<file path="src/rtl/mdio_link_poller.sv">
// Clause-22 MDIO master: polls one PHY status register and decodes it into a 2-bit link code.
// Frame is 64 MDC bits plus one decode cycle; optional MDIO_LINK_POLLER_DEBOUNCE_EN filters link_st.
module mdio_link_poller #(
  parameter int         MDC_DIV        = 50,
  parameter int         POLL_CYCLES    = 10_000_000,
  parameter logic [4:0] PHY_ADDR       = 5'd0,
  parameter logic [4:0] SPEED_REG      = 5'd17,
  parameter int         LINK_BIT       = 10,
  parameter int         SPEED_MSB      = 15,
  parameter int         DEBOUNCE_COUNT = 3
) (
  input  logic       sys_clk,
  input  logic       sys_reset,
  output logic       mdc,
  output logic       mdio_o,
  output logic       mdio_oe,
  input  logic       mdio_i,
  output logic [1:0] link_st,
  output logic       link_valid,
  output logic       rd_error,
  output logic       busy
);

  localparam int DIV_W   = $clog2(2 * MDC_DIV);
  localparam int DIV_MAX = 2 * MDC_DIV - 1;
  localparam int POLL_W  = (POLL_CYCLES > 1) ? $clog2(POLL_CYCLES) : 1;
  localparam logic [13:0] CMD_WORD = {2'b01, 2'b10, PHY_ADDR, SPEED_REG};

  if (MDC_DIV < 2 || DEBOUNCE_COUNT < 1) begin : g_param_check
    $error("mdio_link_poller: MDC_DIV must be >= 2 and DEBOUNCE_COUNT >= 1");
  end

  typedef enum logic [2:0] {
    S_WAIT,
    S_PRE,
    S_CMD,
    S_TA,
    S_DATA,
    S_DECODE
  } state_t;

  state_t            state_q, state_d;
  logic [POLL_W-1:0] poll_q, poll_d;
  logic [DIV_W-1:0]  div_q, div_d;
  logic [5:0]        bit_q, bit_d;
  logic [15:0]       shift_q, shift_d;
  logic              noresp_q, noresp_d;
  logic              mdc_q, mdc_d;
  logic              mdio_o_q, mdio_o_d;
  logic              mdio_oe_q, mdio_oe_d;
  logic [1:0]        link_st_q, link_st_d;
  logic              link_valid_q, link_valid_d;
  logic              rd_error_q, rd_error_d;

  logic              bit_end;
  logic              sample;
  logic              frame_d;
  logic [3:0]        cmd_idx;
  logic [1:0]        speed;
  logic              dec_err;
  logic [1:0]        cand;
  logic [1:0]        st_upd;

  assign bit_end = (div_q == DIV_W'(DIV_MAX));
  assign sample  = (div_q == DIV_W'(MDC_DIV));
  assign speed   = shift_q[SPEED_MSB -: 2];

  // Error frames decode to candidate 00 so the debounce filter treats them as link-down.
  always_comb begin
    dec_err = 1'b0;
    cand    = 2'b00;
    if (noresp_q) begin
      dec_err = 1'b1;
    end else if (shift_q[LINK_BIT]) begin
      case (speed)
        2'b10:   cand = 2'b10;
        2'b01:   cand = 2'b01;
        2'b00:   cand = 2'b11;
        default: dec_err = 1'b1;
      endcase
    end
  end

`ifdef MDIO_LINK_POLLER_DEBOUNCE_EN
  localparam int DB_W = $clog2(DEBOUNCE_COUNT + 1);

  logic [1:0]      db_cand_q, db_cand_d;
  logic [DB_W-1:0] db_cnt_q, db_cnt_d;

  always_comb begin
    db_cand_d = db_cand_q;
    db_cnt_d  = db_cnt_q;
    st_upd    = link_st_q;
    if (state_q == S_DECODE) begin
      if (cand == db_cand_q) begin
        if (db_cnt_q != DB_W'(DEBOUNCE_COUNT)) db_cnt_d = db_cnt_q + DB_W'(1);
      end else begin
        db_cand_d = cand;
        db_cnt_d  = DB_W'(1);
      end
      if (db_cnt_d == DB_W'(DEBOUNCE_COUNT)) st_upd = cand;
    end
  end

  always_ff @(posedge sys_clk) begin
    if (sys_reset) begin
      db_cand_q <= 2'b00;
      db_cnt_q  <= '0;
    end else begin
      db_cand_q <= db_cand_d;
      db_cnt_q  <= db_cnt_d;
    end
  end
`else
  assign st_upd = cand;
`endif

  always_comb begin
    state_d      = state_q;
    poll_d       = poll_q;
    div_d        = div_q;
    bit_d        = bit_q;
    shift_d      = shift_q;
    noresp_d     = noresp_q;
    link_st_d    = link_st_q;
    link_valid_d = link_valid_q;
    rd_error_d   = 1'b0;
    case (state_q)
      S_WAIT: begin
        if (poll_q == POLL_W'(POLL_CYCLES - 1)) begin
          state_d  = S_PRE;
          poll_d   = '0;
          div_d    = '0;
          bit_d    = '0;
          noresp_d = 1'b0;
        end else begin
          poll_d = poll_q + POLL_W'(1);
        end
      end
      S_PRE, S_CMD, S_TA, S_DATA: begin
        if (state_q == S_TA && bit_q == 6'd47 && sample) noresp_d = mdio_i;
        if (state_q == S_DATA && sample) shift_d = {shift_q[14:0], mdio_i};
        if (bit_end) begin
          div_d = '0;
          bit_d = bit_q + 6'd1;
          case (bit_q)
            6'd31:   state_d = S_CMD;
            6'd45:   state_d = S_TA;
            6'd47:   state_d = S_DATA;
            6'd63:   state_d = S_DECODE;
            default: state_d = state_q;
          endcase
        end else begin
          div_d = div_q + DIV_W'(1);
        end
      end
      S_DECODE: begin
        state_d      = S_WAIT;
        poll_d       = '0;
        link_valid_d = ~dec_err;
        rd_error_d   = dec_err;
        link_st_d    = st_upd;
      end
      default: state_d = S_WAIT;
    endcase
  end

  // Pin drivers are computed from next state so they register in step with the bit counters.
  assign frame_d = (state_d == S_PRE) || (state_d == S_CMD) ||
                   (state_d == S_TA)  || (state_d == S_DATA);
  assign cmd_idx = 4'(6'd45 - bit_d);

  always_comb begin
    mdc_d     = frame_d && (div_d >= DIV_W'(MDC_DIV));
    mdio_o_d  = mdio_o_q;
    mdio_oe_d = mdio_oe_q;
    if (!frame_d) begin
      mdio_o_d  = 1'b1;
      mdio_oe_d = 1'b0;
    end else if (div_d == '0) begin
      if (bit_d < 6'd32) begin
        mdio_o_d  = 1'b1;
        mdio_oe_d = 1'b1;
      end else if (bit_d < 6'd46) begin
        mdio_o_d  = CMD_WORD[cmd_idx];
        mdio_oe_d = 1'b1;
      end else begin
        mdio_o_d  = 1'b1;
        mdio_oe_d = 1'b0;
      end
    end
  end

  always_ff @(posedge sys_clk) begin
    if (sys_reset) begin
      state_q      <= S_WAIT;
      poll_q       <= '0;
      div_q        <= '0;
      bit_q        <= '0;
      shift_q      <= '0;
      noresp_q     <= 1'b0;
      mdc_q        <= 1'b0;
      mdio_o_q     <= 1'b1;
      mdio_oe_q    <= 1'b0;
      link_st_q    <= 2'b00;
      link_valid_q <= 1'b0;
      rd_error_q   <= 1'b0;
    end else begin
      state_q      <= state_d;
      poll_q       <= poll_d;
      div_q        <= div_d;
      bit_q        <= bit_d;
      shift_q      <= shift_d;
      noresp_q     <= noresp_d;
      mdc_q        <= mdc_d;
      mdio_o_q     <= mdio_o_d;
      mdio_oe_q    <= mdio_oe_d;
      link_st_q    <= link_st_d;
      link_valid_q <= link_valid_d;
      rd_error_q   <= rd_error_d;
    end
  end

  assign mdc        = mdc_q;
  assign mdio_o     = mdio_o_q;
  assign mdio_oe    = mdio_oe_q;
  assign link_st    = link_st_q;
  assign link_valid = link_valid_q;
  assign rd_error   = rd_error_q;
  assign busy       = (state_q != S_WAIT);

endmodule

</file>
<file path="config.mk">
export PLATFORM = sky130hd
export DESIGN_NAME = mdio_link_poller
export DESIGN_NICKNAME = d
export VERILOG_FILES = /design/src/rtl/mdio_link_poller.sv
export SDC_FILE = /design/constraint.sdc
export NUM_CORES = 1
export LEC_CHECK = 0
export BUFFER_PORTS_ARGS = -buffer_cell sky130_fd_sc_hd__buf_2
export CORE_UTILIZATION = 41
export DETAILED_ROUTE_END_ITERATION = 12
export PLACE_DENSITY_LB_ADDON = 0.05
export SETUP_SLACK_MARGIN = 0.5
export SLEW_MARGIN = 40
export SYNTH_ARGS = -nofsm -noshare
export SYNTH_HDL_FRONTEND = slang
export SYNTH_SLANG_ARGS = --single-unit
</file>
<file path="constraint.sdc">
create_clock -name sys_clk -period 5.4 [get_ports sys_clk]
set_input_delay 1.08 -clock sys_clk [delete_from_list [all_inputs] [get_ports sys_clk]]
set_output_delay 1.08 -clock sys_clk [all_outputs]
set_load 0.01 [all_outputs]
</file>
* Yosys cells after proc, flatten, opt, wreduce, memory -nomap -nowiden
Memories as Yosys holds them, arrays and structs flattened.
Cells that the tools add are included.
** Storage, ports and cells
- Register bits :: 64
- ROM bits :: 16
- Input port bits :: 3
- Output and inout port bits :: 8
- Logic and storage cells :: 89
- Memories :: 1
** Operators by class
- Add/subtract/negate cells :: 4
- $lt $le $gt $ge :: 4
- Equality and inequality tests :: 20
- Mux-type cells :: 26
- Bitwise gates (word level) :: 3
- Reduce and logical (&&, ||, !) cells :: 19
** Memory list
- (name not given) :: words 16, bits a word 1, rd ports 1, clocked after Yosys merged registers in 0, wr ports 0, line 185 : mdio_o_d = CMD_WORD[cmd_idx];
** Operators with widths (number)
- 24-bit case mux with 2 select lines :: 1
- 24-bit by 1-bit adder with 24-bit output (second input constant) :: 1
- 24-bit equality test (second input constant) :: 1
- 24-bit two-way mux :: 1
- 6-bit equality test (second input constant) :: 3
- 7-bit two-way mux :: 2
- 7-bit case mux with 2 select lines :: 1
- 3-bit by 2-bit equality test with 1-bit output (second input constant) :: 4
- 6-bit less-than comparator (second input constant) :: 2
- 6-bit two-way mux :: 2
- 3-bit case mux with 4 select lines :: 1
- 6-bit case mux with 2 select lines :: 1
- 1-bit two-way mux :: 10
- 3-bit equality test (second input constant) :: 3
- 7-bit by 1-bit adder with 7-bit output (second input constant) :: 1
- 7-bit by 6-bit equality test with 1-bit output (second input constant) :: 1
- 7-bit equality test (second input constant) :: 1
- 7-bit by 6-bit greater-or-equal comparator with 1-bit output (second input constant) :: 1
- 7-bit zero test :: 1
- 6-bit by 1-bit adder with 6-bit output (second input constant) :: 1
- 3-bit by 1-bit equality test with 1-bit output (second input constant) :: 2
- 6-bit by 5-bit equality test with 1-bit output (second input constant) :: 1
- 3-bit two-way mux :: 2
- 2-bit case mux with 3 select lines :: 1
- 20 further kinds :: 31

* Longest topological paths before layout
- Word-level depth :: 10
- Gate-level depth with buffers :: 11
- Depth with buffers taken out :: 10

* Worst setup path before layout
Ideal clock, no wire load.
- Path kind :: register to register
- Start :: register poll_q[14]
- End :: register mdio_o_q, in the netlist mdio_o
- Library setup time :: 74 ps
- Data arrival time :: 2526 ps
- Data required time :: 5326 ps
- Setup slack :: 2800 ps
- Cell stages (with the launch flop) :: 10
- Buffers on the path :: 0
- Period minus slack after synthesis :: 2600 ps
- Cells stage by stage :: dfxtp_1 or4b_4 nor4b_4 a21oi_2 a211oi_2 inv_1 ha_1 xor2_2 mux2_2 a31oi_1
** Between the ends
- Elaborated cells on any way between the ends :: 24
- Classes of those cells :: add/sub: 1; order compare: 2; eq/ne: 5; mux: 9; bitwise: 1; reduce/logical: 5; memory: 1
** RTL lines
- start, declared :: line 43 : logic [POLL_W-1:0] poll_q, poll_d;
- start signal, assigned :: line 210 : poll_q <= poll_d;
- 24-bit equality test (*) :: line 130 : if (poll_q == POLL_W'(POLL_CYCLES - 1)) begin
- 6-bit two-way mux (*) :: line 130
- 6-bit case mux with 2 select lines (*) :: line 128 : case (state_q)
- via bit_d[2] :: line 45 : logic [5:0] bit_q, bit_d;
- 4-bit subtractor :: line 171 : assign cmd_idx = 4'(6'd45 - bit_d);
- memory 16 x 1 bit
- 1-bit two-way mux (implied by the code) :: line 185
- 1-bit two-way mux :: line 184 : end else if (bit_d < 6'd46) begin
- 1-bit two-way mux (*) :: line 181 : if (bit_d < 6'd32) begin
- end signal, assigned :: line 216 : mdio_o_q <= mdio_o_d;
- end, declared :: line 49 : logic mdio_o_q, mdio_o_d;
The timed path passes the listed nets; every way through them passes the cells marked *. The select of a mux whose other input is x is not followed.
A chain may end at the register's enable or synchronous reset.

* Worst setup path in the final report
- Start :: register state_q[2]
- End :: register mdio_o_q, in the netlist mdio_o
** Between the ends
- Elaborated cells on any way between the ends :: 29
- Classes of those cells :: add/sub: 1; order compare: 2; eq/ne: 8; mux: 9; bitwise: 1; reduce/logical: 7; memory: 1
** RTL lines
- start, declared :: line 42 : state_t state_q, state_d;
- start signal, assigned :: line 209 : state_q <= state_d;
- 3-bit by 2-bit equality test with 1-bit output (tied with other cells) :: line 128
- 4-bit OR reduction :: line 128
- 6-bit case mux with 2 select lines (*) :: line 128
- via bit_d[2] :: line 45
- 4-bit subtractor :: line 171
- memory 16 x 1 bit
- 1-bit two-way mux (implied by the code) :: line 185
- 1-bit two-way mux :: line 184
- 1-bit two-way mux (*) :: line 181
Marked as above.

==> summary.txt <==
Synth
  – Yosys cell types: 69
  – Synthesized flop and latch total: 64
  – Ys flop type: dfxtp_1
  – Ys Warns: 0
  – Syn Inst Count: a little over 400
  – Fraction of registers with async set/reset: 0
  – EDFF count, synth: 0
  – Avg Inst Size Synth: 8.32 um^2
  – Sequential-to-total area share from yosys stat: 0.373
  – Syn_nets: 422
  – Synth Cell Area: approximately 3400 um^2

Cells and area
  – N_diodes: 0
  – Layout cell share with drive strength beyond 1: 0.126
  – P&R area growth vs syn: 9.65%
  – Nets: between 400 and 500

CTS
  – Root buffer cell: clkbuf_8
  – # clock sinks: 64
  – CTS Hold Buffers Added: 0
  – Latest clock arrival within the worst-skew pair: approximately 0.34 ns
  – CTS Buffer Depth: 2
  – Post-cts resize count: 0
  – Post-CTS Setup Repair Bufs: 0
  – Inserted Clock Buffers: 9
  – Clock-pin slew on the worst setup and hold paths: ~0.07 ns
  – CTS tree: yes
  – Number of H-tree levels: 3

Place
  – Post-detail-place hpwl: ~5400 um
  – RePlAce Congestion: between 0.7 and 0.8
  – # port buffers: 10

Drt
  – Via-to-Cell Ratio: roughly 5.7
  – Initial DRT Pass Iterations: 5
  – DRC Markers: 0
  – Routed wire length per instance: 15.3 um
  – Final ANT Viol Nets: 0
  – Vias post-DR: about 3000
  – Starting DRT DRC Count: between 200 and 250
  – Final wirelength: around 8000 um

Timing
  – Clock Skews: 0.0117 ns
  – Min cycle time layout: 2.91 ns
  – Fin crit share: 0.539
  – RSZ-0062 raised after global routing: no
  – TNS Setup: 0 ns
  – Max Fclk: 343 MHz
  – Final setup vio count: 0
  – Final Max Slew Viols: 0
  – Slew @ Worst Pin: ~0.69 ns
  – Final Hold Fails: 0
  – Worst slew margin: 0.541
  – Hold slack: 0.485 ns

Floorplan
  – Io pins: 11
  – Horiz. Die Dim: a little over 90 um
  – FP Rows: 33
  – Core area: 8180 um^2
  – DIE AREA: 8750 um^2
  – Die Ht: 93.5 um
  – Initial Util: 0.420

Flow run
  – Max_cap viols: 0

Global route
  – First-pass GRT wire length: 13400 um
  – Pin count of the biggest net entering global routing: 64
  – Vias in the first global route: approximately 2700
  – Initial antenna violation count: 0
  – GRT overflow: 0
  – Tot GR Track Use: 0.197

Pwr
  – NetSw: 0.192 mW
  – Part of the power in registers: 0.514
  – Worst vdd ir: approximately 0.13 mV
  – Gate power share: 0.015
  – Sw frac: 0.208
  – Clock power share: 0.471
  – Leak Pwr: 1.31 nW
  – Int Pwr: ~0.73 mW
  – Pwr Density: 246 nW/um^2

Setup path
  – Worst R2R End: mdio_o
  – Crit start category: register
  – CP Class: reg -> reg
  – FF-to-FF path depth: 9
  – Crit path max fanout: 11
  – Worst Path Required: 5.67 ns
  – Worst setup EP type: register
  – R2R setup slack: around 2.5 ns
  – Crit. Startpoint: state_q[2]
  – Worst flop-to-flop path startpoint: state_q[2]
  – WP data arrival: 3.18 ns
  – CP endpoint: mdio_o

Run status
  – Outcome: finished, final reports clean

Hold path
  – Worst min path class: reg -> reg
  – Worst hold stages: 2
-- critical path: stages, from the launching register on --
cell and delay [ns]:
dfxtp_1 0.60, nor3_4 0.12, nor2_1 0.57, a21oi_2 0.22, a211oi_2 0.34, inv_1 0.07, ha_1 0.24, xor2_2 0.19
mux2_2 0.35, a31oi_1 0.15
-- cell families after synthesis --
logic type / after synthesis / share of synthesized area
simple gates: 201 / 0.329
compound gates: 91 / 0.169
flops: 64 / 0.373
buf+inv: 25 / 0.0310
mux: 20 / 0.0590
xor+xnor: 6 / 0.0175
fa+ha+maj: 6 / 0.0218
-- layout make-up --
class	instances	area, um^2
fillers	851	4410
multi-input cells	324	2060
flip-flops and latches	64	1280
clock buffers	11	131
well taps	105	131
clock inverters	4	70.1
repair buffers	12	65.1
inverters	7	26.3
-- sequential cells by signal, summed over array words and instances (netlist names) --
| name | count |
|---|---|
| mdio_o | 1 |
| mdio_oe | 1 |
| bit_q | 6 |
| div_q | 7 |
| mdc | 1 |
| link_valid | 1 |
| shift_q | 16 |
| state_q | 3 |
| link_st | 2 |
| rd_error | 1 |
| poll_q | 24 |
| noresp_q | 1 |
-- power by group through the flow --
stage                     logic (mW)  clock network, mW  registers (mW)
after detailed placement      0.0142                  0           0.487
final                         0.0139              0.436           0.476
after floorplan               0.0106                  0           0.486
after CTS                     0.0142              0.448           0.476
after global routing          0.0156              0.467           0.476
after global placement        0.0138                  0           0.487
-- Yosys cell counts, types with 4 or more instances --
master     n  area [um^2]
dfxtp_1   64         1280
nor2_1    64          240
a21oi_1   38          190
nand2_1   27          101
o21ai_0   22          110
nand3_1   19         95.1
mux2i_1   18          180
clkbuf_1  15         56.3
and3_1    13         81.3
nor3_1    11         55.1
nand3b_1   7         52.6
or3_1      7         43.8
ha_1       6         75.1
inv_1      6         22.5
nor3b_1    6         45.0
nor4_1     6         37.5
nand2b_1   5         31.3
a22oi_1    4         30.0
a311oi_1   4         35.0
nor2b_1    4         25.0
xor2_1     4         35.0
-- metal layers --
layer | vias to the layer above | wire, um | GRT usage | part of all wire
met4 | 0 | 144 | 0.0846 | 0.018
met2 | 50 | 3550 | 0.290 | 0.44
li1 | 1513 | - | - | -
met5 | - | 0 | 0 | 0
met1 | 1434 | 4130 | 0.283 | 0.51
met3 | 13 | 257 | 0.0325 | 0.032
-- cell usage in the layout, fill, tap and decap left out, types with 5 or more instances in the layout --
cell      synthesis  routed
dfxtp_1          64      64
nor2_1           64      63
a21oi_1          38      38
nand2_1          27      26
o21ai_0          22      22
nand3_1          19      19
mux2i_1          18      18
and3_1           13      13
nor3_1           11      11
buf_2             2      10
clkbuf_8          1       9
nand3b_1          7       7
or3_1             7       7
inv_1             6       6
nor4_1            6       6
nor3b_1           6       6
ha_1              6       6
nand2b_1          5       5
-- through the flow --
stage	util	cells	power, mW	setup WS, ns	cell area [um^2]
floorplan	-	413	0.497	2.80	3440
global placement	0.436	512	0.500	2.59	3560
detailed placement	0.436	512	0.501	2.52	3570
CTS	0.461	527	0.938	2.49	3770
global route	0.461	527	0.958	2.31	3770
finish	0.461	527	0.926	2.49	3770
-- worst min path at each step --
stage / from / to / slack [ns]
3_5_place_dp: noresp_q / noresp_q / 0.48
6_report: noresp_q / noresp_q / 0.48
2_1_floorplan: noresp_q / noresp_q / 0.45
5_1_grt: noresp_q / noresp_q / 0.51
4_1_cts: noresp_q / noresp_q / 0.49
3_3_place_gp: noresp_q / noresp_q / 0.47
(Power assumes the default switching activity.)
